**config.mk**
```make
export PLATFORM = sky130hd
export DESIGN_NAME = serial_adder_ctrl
export DESIGN_NICKNAME = d
export VERILOG_FILES = /design/src/rtl/serial_adder_ctrl.sv
export SDC_FILE = /design/constraint.sdc
export NUM_CORES = 1
export LEC_CHECK = 0
export BUFFER_PORTS_ARGS = -buffer_cell sky130_fd_sc_hd__buf_2
export CORE_AREA = 10 10 71 73
export DETAILED_ROUTE_END_ITERATION = 6
export DIE_AREA = 0 0 81 83
export GPL_TIMING_DRIVEN = 0
export PLACE_DENSITY = 0.78
export SLEW_MARGIN = 40
export SYNTH_ARGS = -nofsm -noshare
export SYNTH_HDL_FRONTEND = slang
export SYNTH_SLANG_ARGS = --single-unit
```
**constraint.sdc**
```tcl
create_clock -name clk -period 1.3 [get_ports clk]
set_clock_uncertainty 0.1 [all_clocks]
set_input_delay 0.065 -clock clk [delete_from_list [all_inputs] [get_ports clk]]
set_output_delay 0.065 -clock clk [all_outputs]
set_load 0.005 [all_outputs]
```
**src/rtl/serial_adder_ctrl.sv**
```systemverilog
// rtl/serial_adder_ctrl.sv - bit-serial add/subtract controller around one full-adder cell
module serial_adder_ctrl #(
    parameter int WIDTH = 8
) (
    input  logic             clk,
    input  logic             rst,
    input  logic             start,
    input  logic             sub,
    input  logic [WIDTH-1:0] a,
    input  logic [WIDTH-1:0] b,
    output logic             busy,
    output logic             done,
    output logic [WIDTH-1:0] sum,
    output logic             cout,
    output logic             ovf
);

    localparam int CW = (WIDTH > 1) ? $clog2(WIDTH) : 1;
    localparam logic [CW-1:0] LAST = CW'(WIDTH - 1);

    typedef enum logic [1:0] {
        IDLE,
        RUN,
        DONE
    } state_t;

    state_t           state_q, state_d;
    logic [WIDTH-1:0] a_sh_q, a_sh_d;
    logic [WIDTH-1:0] b_sh_q, b_sh_d;
    logic [WIDTH-1:0] res_q, res_d;
    logic [WIDTH-1:0] sum_q, sum_d;
    logic [CW-1:0]    cnt_q, cnt_d;
    logic             carry_q, carry_d;
    logic             cout_q, cout_d;
    logic             ovf_q, ovf_d;
    logic             busy_q, busy_d;
    logic             done_q, done_d;

    logic             s_bit;
    logic             c_bit;
    logic             c_msb;
    logic [WIDTH-1:0] s_ext;
    logic [WIDTH-1:0] res_shift;

    always_comb begin
        // The single full-adder cell, fed from the LSBs of the operand shifters
        s_bit = a_sh_q[0] ^ b_sh_q[0] ^ carry_q;
        c_bit = (a_sh_q[0] & b_sh_q[0]) | (a_sh_q[0] & carry_q) | (b_sh_q[0] & carry_q);
        c_msb = carry_q;

        // Built this way so WIDTH=1 needs no zero-width slice
        s_ext            = '0;
        s_ext[WIDTH-1]   = s_bit;
        res_shift        = (res_q >> 1) | s_ext;

        state_d = state_q;
        a_sh_d  = a_sh_q;
        b_sh_d  = b_sh_q;
        res_d   = res_q;
        sum_d   = sum_q;
        cnt_d   = cnt_q;
        carry_d = carry_q;
        cout_d  = cout_q;
        ovf_d   = ovf_q;
        busy_d  = busy_q;
        done_d  = 1'b0;

        case (state_q)
            IDLE: begin
                if (start) begin
                    a_sh_d  = a;
                    b_sh_d  = sub ? ~b : b;
                    carry_d = sub;
                    cnt_d   = '0;
                    res_d   = '0;
                    busy_d  = 1'b1;
                    state_d = RUN;
                end
            end
            RUN: begin
                a_sh_d  = a_sh_q >> 1;
                b_sh_d  = b_sh_q >> 1;
                res_d   = res_shift;
                carry_d = c_bit;
                cnt_d   = cnt_q + CW'(1);
                if (cnt_q == LAST) begin
                    sum_d   = res_shift;
                    cout_d  = c_bit;
                    ovf_d   = c_bit ^ c_msb;
                    done_d  = 1'b1;
                    state_d = DONE;
                end
            end
            DONE: begin
                busy_d  = 1'b0;
                state_d = IDLE;
            end
            default: begin
                busy_d  = 1'b0;
                state_d = IDLE;
            end
        endcase
    end

    always_ff @(posedge clk) begin
        if (rst) begin
            state_q <= IDLE;
            a_sh_q  <= '0;
            b_sh_q  <= '0;
            res_q   <= '0;
            sum_q   <= '0;
            cnt_q   <= '0;
            carry_q <= 1'b0;
            cout_q  <= 1'b0;
            ovf_q   <= 1'b0;
            busy_q  <= 1'b0;
            done_q  <= 1'b0;
        end else begin
            state_q <= state_d;
            a_sh_q  <= a_sh_d;
            b_sh_q  <= b_sh_d;
            res_q   <= res_d;
            sum_q   <= sum_d;
            cnt_q   <= cnt_d;
            carry_q <= carry_d;
            cout_q  <= cout_d;
            ovf_q   <= ovf_d;
            busy_q  <= busy_d;
            done_q  <= done_d;
        end
    end

    assign busy = busy_q;
    assign done = done_q;
    assign sum  = sum_q;
    assign cout = cout_q;
    assign ovf  = ovf_q;

endmodule

```
* After elaboration in Yosys (flattened, before gate mapping)
Index checks and enable logic that the tools add are counted.
** Word-level totals
- Word-level logic and storage cells :: 51
- Output and inout port bits :: 12
- Flip-flop bits (word level) :: 42
** Operators by class
- $add $sub $neg :: 1
- Reductions and logical operators :: 7
- Mux-type cells :: 17
- Bitwise gates (word level) :: 11
- Equality and inequality tests :: 4
** Operators by type and width (count)
- $pmux 8 s2 :: 3
- $mux 8 :: 4
- $not 8->8 :: 1
- $or 7x8->8 :: 1
- $reduce_and 2->1 :: 4
- $pmux 3 s2 :: 1
- $mux 2 :: 2
- $ne 2x2->1 const B :: 2
- $pmux 1 s2 :: 2
- $pmux 2 s2 :: 1
- $add 3x1->3 const B :: 1
- $and 1x1->1 :: 3
- $eq 3x3->1 const B :: 1
- $mux 1 :: 3
- $mux 3 :: 1
- $xor 1x1->1 :: 3
- $eq 2x1->1 const B :: 1
- $logic_not 2->1 :: 1
- $or 1x1->1 :: 2
- $reduce_bool 2->1 :: 1
- $reduce_or 2->1 :: 1
- $not 1->1 :: 1

* Logic depth before layout (Yosys ltp)
Gate-level depths: netlist of run 1.
- Word-level depth :: 4
- Mapped depth :: 6
- Mapped depth without buffers :: 5

* Worst setup path after synthesis of run 1
Ideal clock, no wire load.
- Path kind :: register to register
- Start point :: register cnt_q[0]
- End point :: register ovf_q, in the netlist ovf
- Arrival time :: 1175 ps
- Slack :: -61 ps
- Cell stages (with the launch flop) :: 6
- Buffers on the path :: 1
- Required time :: 1114 ps
- Clock period less this slack :: 1361 ps
- Cells stage by stage :: dfxtp_1 ha_1 ha_1 and3b_1 buf_2 a211oi_1
** On the way
- Word-level cells in the longest chain between the ends :: 2
** Ends and longest elaborated chain
- from (decl) :: RTL line 32 : logic [CW-1:0] cnt_q, cnt_d;
- from (signal assigned) :: RTL line 124 : cnt_q <= cnt_d;
- $eq 3x3->1 :: RTL line 86 : if (cnt_q == LAST) begin
- $reduce_and 2->1 (no source line)
- to (signal assigned) :: RTL line 127 : ovf_q <= ovf_d;
- to (decl) :: RTL line 35 : logic ovf_q, ovf_d;
No other way between the ends.
A chain may end at the register's enable or synchronous reset.

* Worst setup path after layout of run 1
- Start point :: register cnt_q[0]
- End point :: register cout_q, in the netlist cout
** On the way
- Word-level cells in the longest chain between the ends :: 2
** Ends and longest elaborated chain
- $eq 3x3->1 :: RTL line 86
- $reduce_and 2->1 (no source line)
- to (signal assigned) :: RTL line 126 : cout_q <= cout_d;
- to (decl) :: RTL line 34 : logic cout_q, cout_d;
No other way between the ends.

==> flow_metrics.env, run 1 <==
export IMPL_synth_top_area_frac=0.477
export IMPL_synth_edf_count=0
export IMPL_synthArstFlopShare=0
export IMPL_yosys_mux_area_fraction=0.0524
export IMPL_required_ns=1.36
export IMPL_die_h_um=83
export IMPL_synth_distinct_cells=27
export IMPL_fp_dieArea_mm2=0.00672
export IMPL_p_leak_uw=0.000983
export IMPL_diodes=0
export IMPL_cp_cell_sequence="ha_4 -> ha_4 -> and3b_2 -> buf_6 -> nand2_4 -> a21oi_4"
export IMPL_dpl_cell_area_mm2=0.00194
export IMPL_netlist_area_mm2=0.00172
export IMPL_cts_root_buffer="clkbuf_8"
export IMPL_clk_pin_slew_ns=0.08
export IMPL_synthTopCellsByCount="dfxtp_1, nor2_1, nand2_1"
export IMPL_fillers=267
export IMPL_status="finished with violations"
export IMPL_min_from="b[5]"
export IMPL_yosys_area_share_simple=0.147
export IMPL_ios=32
export IMPL_grt_use_total=0.131
export IMPL_p_int_uw=2030
export IMPL_dp_cells=257
export IMPL_synth_compound_area_share=0.191
export IMPL_synth_seq_cells=41
export IMPL_drc=0
export IMPL_yosysMostFrequentCell="dfxtp_1"
export IMPL_yosysWarnings=0
export IMPL_wl_per_cell_um=17.3
export IMPL_setup_viol=19
export IMPL_postSynthCellCount=180
export IMPL_min_path_type="primary input to flop"
export IMPL_drv_cap=0
export IMPL_vias=1548
export IMPL_syn2layout_area_growth_pct=42.3
export IMPL_slowest_delay_ns=0.34
export IMPL_final_area_mm2=0.00245
export IMPL_finalHoldViolations=1
export IMPL_p_comb_frac=0.166
export IMPL_hold_path_end="b_sh_q[5]"
export IMPL_fin_crit_ns=1.39
export IMPL_timing_final_ws_setup_ns=-0.0879
export IMPL_p_sw_frac=0.258
export IMPL_rrSetupSlack_ns=-0.09
export IMPL_dr_pass1_iters=4
export IMPL_power_switching_uw=703
export IMPL_synth_top_family_by_area="compound AO/OA/AOI/OAI gates"
export IMPL_tritoncts="built"
export IMPL_regArea_um2=837
export IMPL_fin_crit_sh=1.07
export IMPL_yosysSeqAreaShare=0.477
export IMPL_crit_type="flop to flop"
export IMPL_pwr_share_seq=0.500
export IMPL_crit_family="flip-flops"
export IMPL_max_freq_mhz=721
export IMPL_path_buf_inv=1
export IMPL_grt_pass1_vias=1472
export IMPL_clock_latency_ns=0.29
export IMPL_drv_slew=0
export IMPL_failed_checks="hold timing, setup timing"
export IMPL_critPathMostFrequentCell="ha_4"
export IMPL_place_gp_congestion=0.781
export IMPL_arrival_ns=1.45
export IMPL_yosys_area_share_xor_xnor=0.0458
export IMPL_critPathLaunchType="flop"
export IMPL_rows=22
export IMPL_pwr_share_clk=0.333
export IMPL_cellPowerDensity_mw_per_mm2=1110
export IMPL_grt_max_degree=13
export IMPL_synth_adder_area_share=0.0262
export IMPL_via_per_inst=5.41
export IMPL_synth_area_leaders="dfxtp_1, a22oi_1, nor2_1"
export IMPL_ff2ff_path_depth=6
export IMPL_nNetsFinal=260
export IMPL_slowest_stage="dfxtp_2"
export IMPL_drt_iter0_drc=132
export IMPL_cts_htree_levels=2
export IMPL_ir_worst_vdd_uv=631
export IMPL_worstPathMaxFanout=5
export IMPL_synth_nets=203
export IMPL_multi_input_area_um2=963
export IMPL_postLayoutCoreUtil=0.674
export IMPL_core_mm2=0.00363
export IMPL_clk_path_buf_depth=2
export IMPL_rsz0062_at_grt="true"
export IMPL_worst_hold_slack_ns=-0.00285
export IMPL_cts_buffers_inserted=5
export IMPL_avgSynthCellArea_um2=9.56
export IMPL_critPathCaptureType="flop"
export IMPL_antenna_found_initial=0
export IMPL_start_util=0.473
export IMPL_totalWireLength_mm=4.96
export IMPL_stdcell_count=286
export IMPL_grt_pass1_wl_mm=7.06
export IMPL_min_path_cells=3
export IMPL_dp_hpwl_mm=2.58
export IMPL_ys_flop_type="dfxtp_1"
export IMPL_cts_sinks=41
export IMPL_drive_above_1_share=0.412
export IMPL_r2r_start="cnt_q[0]"
export IMPL_io_buffers=29
export IMPL_postRouteAntennaNets=0
export IMPL_slew_headroom=0.620
export IMPL_tightestPinTransition_ns=0.569
export IMPL_grt_ovfl_total=0
export IMPL_worstReg2RegEnd="cout"
export IMPL_yosysTopAreaCell="dfxtp_1"
export IMPL_die_width_um=81
-- flip-flops by register name (all words and copies together) (netlist names) --
name and cells:
a_sh_q 8, b_sh_q 8, sum 8, res_q 7
cnt_q 3, state_q 2, busy 1, c_msb 1
cout 1, done 1, ovf 1
-- how the worst max path moves through the flow --
stage	from	endpoint	slack (ns)	cells after the start
3_5_place_dp	cnt_q[0]	cout	-0.13	6
2_1_floorplan	cnt_q[0]	cout	0.02	6
4_1_cts	cnt_q[0]	sum[3]	-0.07	6
5_1_grt	cnt_q[0]	ovf	-0.12	5
6_report	cnt_q[0]	cout	-0.09	6
3_3_place_gp	cnt_q[0]	sum[0]	-0.09	6
-- power groups by stage --
stage                     registers [µW]  clock network (µW)  logic [µW]
final                               1370                 909         454
after global routing                1370                 970         485
after floorplan                     1370                   0         233
after global placement              1380                   0         302
after CTS                           1360                 910         362
after detailed placement            1390                   0         307
-- metal layers --
layer,part of all wire,GRT usage
met1,0.40,0.149
met2,0.53,0.213
met3,0.061,0.0463
met4,0.016,0.0532
met5,0,0
-- timing repair --
item | 4_1_cts | 5_1_grt
setup buffers | 5 | 6
gates resized for setup | 27 | 27
pin swaps | 6 | 9
hold buffers | 7 | 0
gates cloned | 1 | 3
setup endpoints to repair | 34 | 32
endpoints found under the hold margin | 7 | 0
-- stage by stage --
step / TNS [ns] / power, µW / setup slack [ns]
global route: -1.91 / 2830 / -0.122
global placement: -1.79 / 1690 / -0.0904
CTS: -0.534 / 2630 / -0.0654
floorplan: 0 / 1610 / 0.0152
detailed placement: -2.75 / 1690 / -0.130
finish: -0.799 / 2730 / -0.0879
-- cells in the final DEF (no fill, tap or decap), types with 8 or more instances in the layout --
cell | netlist | layout
a21oi_1 | 11 | 9
a22oi_1 | 13 | 10
buf_2 | 3 | 30
buf_4 | 4 | 11
buf_6 | 2 | 8
dfxtp_1 | 41 | 34
nand2_1 | 19 | 10
nor2_1 | 26 | 26
xnor2_1 | 9 | 9
-- logic make-up (layout without fill, tap and decap cells) --
logic type | after synthesis | after routing
compound gates | 44 | 44
xor+xnor | 9 | 9
fa+ha+maj | 3 | 3
buf+inv | 16 | 74
flops | 41 | 41
mux | 9 | 9
simple gates | 58 | 58
-- area by class of cell --
class                           count  area share
Buffer                             14      0.0511
Inverter                            1     0.00153
Timing Repair Buffer               51       0.146
Sequential cell                    41       0.342
Tap cell                           48      0.0245
Multi-Input combinational cell    123       0.394
Clock buffer                        7      0.0394
Clock inverter                      1     0.00204
-- worst register-to-register path, delay by kind of cell, from the launching register on --
kind | cells | cell delay [ns]
AO/OA/AOI/OAI | 1 | 0.06
flip-flops | 1 | 0.34
adder cells (fa/ha/maj) | 2 | 0.31
buffers and inverters | 1 | 0.15
AND/OR/NAND/NOR | 2 | 0.30
(Power assumes the default switching activity.)
==> run 2, diff against run 1 <==
MAX_ROUTING_LAYER = met4   (was unset)
==> flow_metrics.env, run 2 (synthesized netlist as in run 1, its figures left out) <==
export IMPL_worstPathMaxFanout=5
export IMPL_cts_root_buffer="clkbuf_8"
export IMPL_finalHoldViolations=1
export IMPL_hold_path_end="b_sh_q[5]"
export IMPL_clk_pin_slew_ns=0.07
export IMPL_layout_commonest_cell="dfxtp_1"
export IMPL_tritoncts="built"
export IMPL_min_path_type="primary input to flop"
export IMPL_rsz0062_at_grt="true"
export IMPL_crit_type="flop to flop"
export IMPL_vias=1551
export IMPL_cts_buffers_inserted=5
export IMPL_timing_final_ws_setup_ns=-0.0856
export IMPL_die_width_um=81
export IMPL_finalPower_uw=2720
export IMPL_status="finished with violations"
export IMPL_ios=32
export IMPL_required_ns=1.36
export IMPL_fillers=267
export IMPL_via_per_inst=5.42
export IMPL_rrSetupSlack_ns=-0.09
export IMPL_syn2layout_area_growth_pct=42.3
export IMPL_grt_max_degree=13
export IMPL_totalWireLength_mm=4.94
export IMPL_r2r_start="cnt_q[0]"
export IMPL_diodes=0
export IMPL_failed_checks="hold timing, setup timing"
export IMPL_wl_per_cell_um=17.3
export IMPL_cts_htree_levels=2
export IMPL_postRouteAntennaNets=0
export IMPL_layout_common_cells="dfxtp_1, buf_2, nor2_1"
export IMPL_ir_worst_vdd_uv=630
export IMPL_grt_pass1_vias=1476
export IMPL_critPathLaunchType="flop"
export IMPL_grt_use_total=0.134
export IMPL_fin_crit_ns=1.39
export IMPL_dp_hpwl_mm=2.58
export IMPL_clk_path_buf_depth=2
export IMPL_dp_cells=257
export IMPL_dpl_cell_area_mm2=0.00194
export IMPL_drt_iter0_drc=133
export IMPL_p_leak_uw=0.000983
export IMPL_worstReg2RegEnd="cout"
export IMPL_place_gp_congestion=0.791
export IMPL_drv_cap=0
export IMPL_die_h_um=83
export IMPL_tightestPinTransition_ns=0.586
export IMPL_min_path_cells=3
export IMPL_fp_dieArea_mm2=0.00672
export IMPL_slowest_delay_ns=0.34
export IMPL_stdcell_count=286
export IMPL_critPathCaptureType="flop"
export IMPL_fin_crit_sh=1.07
export IMPL_slew_headroom=0.610
export IMPL_critPathMostFrequentCell="ha_4"
export IMPL_drive_above_1_share=0.412
export IMPL_cts_sinks=41
export IMPL_drv_slew=0
export IMPL_grt_ovfl_total=0
export IMPL_min_from="b[5]"
export IMPL_final_area_mm2=0.00245
export IMPL_slowest_stage="dfxtp_2"
export IMPL_nNetsFinal=260
export IMPL_grt_pass1_wl_mm=7.06
export IMPL_postLayoutCoreUtil=0.674
export IMPL_worst_hold_slack_ns=-0.0000723
export IMPL_antenna_found_initial=0
export IMPL_rows=22
export IMPL_setup_viol=18
export IMPL_arrival_ns=1.45
export IMPL_drc=0
export IMPL_start_util=0.473
export IMPL_dr_pass1_iters=4
export IMPL_clock_latency_ns=0.29
export IMPL_ff2ff_path_depth=6
export IMPL_cp_cell_sequence="ha_4 -> ha_4 -> and3b_2 -> buf_6 -> nand2_4 -> a21oi_4"
export IMPL_cellPowerDensity_mw_per_mm2=1110
export IMPL_io_buffers=29
export IMPL_core_mm2=0.00363
export IMPL_tns_ns=-0.730
export IMPL_max_freq_mhz=722
-- run 2: stage by stage --
step | setup slack [ns] | hold WS, ns
floorplan | 0.0152 | 0.128
global placement | -0.0904 | 0.240
detailed placement | -0.130 | 0.263
CTS | -0.0654 | 0.00429
global route | -0.122 | 0.0203
finish | -0.0856 | -0.0000723
-- run 2: layout make-up --
cell class	count	area [µm²]	share of cell area
buffer	14	125	0.0511
clock inverter	1	5.00	0.00204
inverter	1	3.75	0.00153
sequential	41	837	0.342
multi-input combinational	123	963	0.394
tap	48	60.1	0.0245
clock buffer	7	96.3	0.0394
timing repair buffer	51	357	0.146
-- run 2: where the power goes --
group | internal, µW | switching [µW]
logic | 230 | 223
clock network | 480 | 424
registers | 1320 | 49.5
total | 2030 | 697
-- run 2: how the worst max path moves through the flow --
stage,to,slack (ns),startpoint
6_report,cout,-0.09,cnt_q[0]
5_1_grt,ovf,-0.12,cnt_q[0]
4_1_cts,sum[3],-0.07,cnt_q[0]
3_5_place_dp,cout,-0.13,cnt_q[0]
3_3_place_gp,sum[0],-0.09,cnt_q[0]
2_1_floorplan,cout,0.02,cnt_q[0]
-- run 2: metal layers --
layer,vias up,GRT usage,share of wire
met5,-,-,0
met3,10,0.0377,0.046
met4,0,0.0532,0.016
met2,48,0.213,0.53
met1,755,0.154,0.41
li1,738,-,-
-- run 2: worst max-delay path: cells and delay by family (launching register included) --
family	cells	cell delay, ns
AO/OA/AOI/OAI	1	0.06
adder cells (fa/ha/maj)	2	0.31
buffers and inverters	1	0.15
flip-flops	1	0.34
AND/OR/NAND/NOR	2	0.30
-- run 2: repair_timing --
item                                    CTS  global route
endpoints found under the setup margin   34            32
endpoints found under the hold margin     7             0
setup buffers                             5             6
cloned                                    1             3
hold buffers                              7             0
pin swaps                                 6             9
resized for setup                        27            27
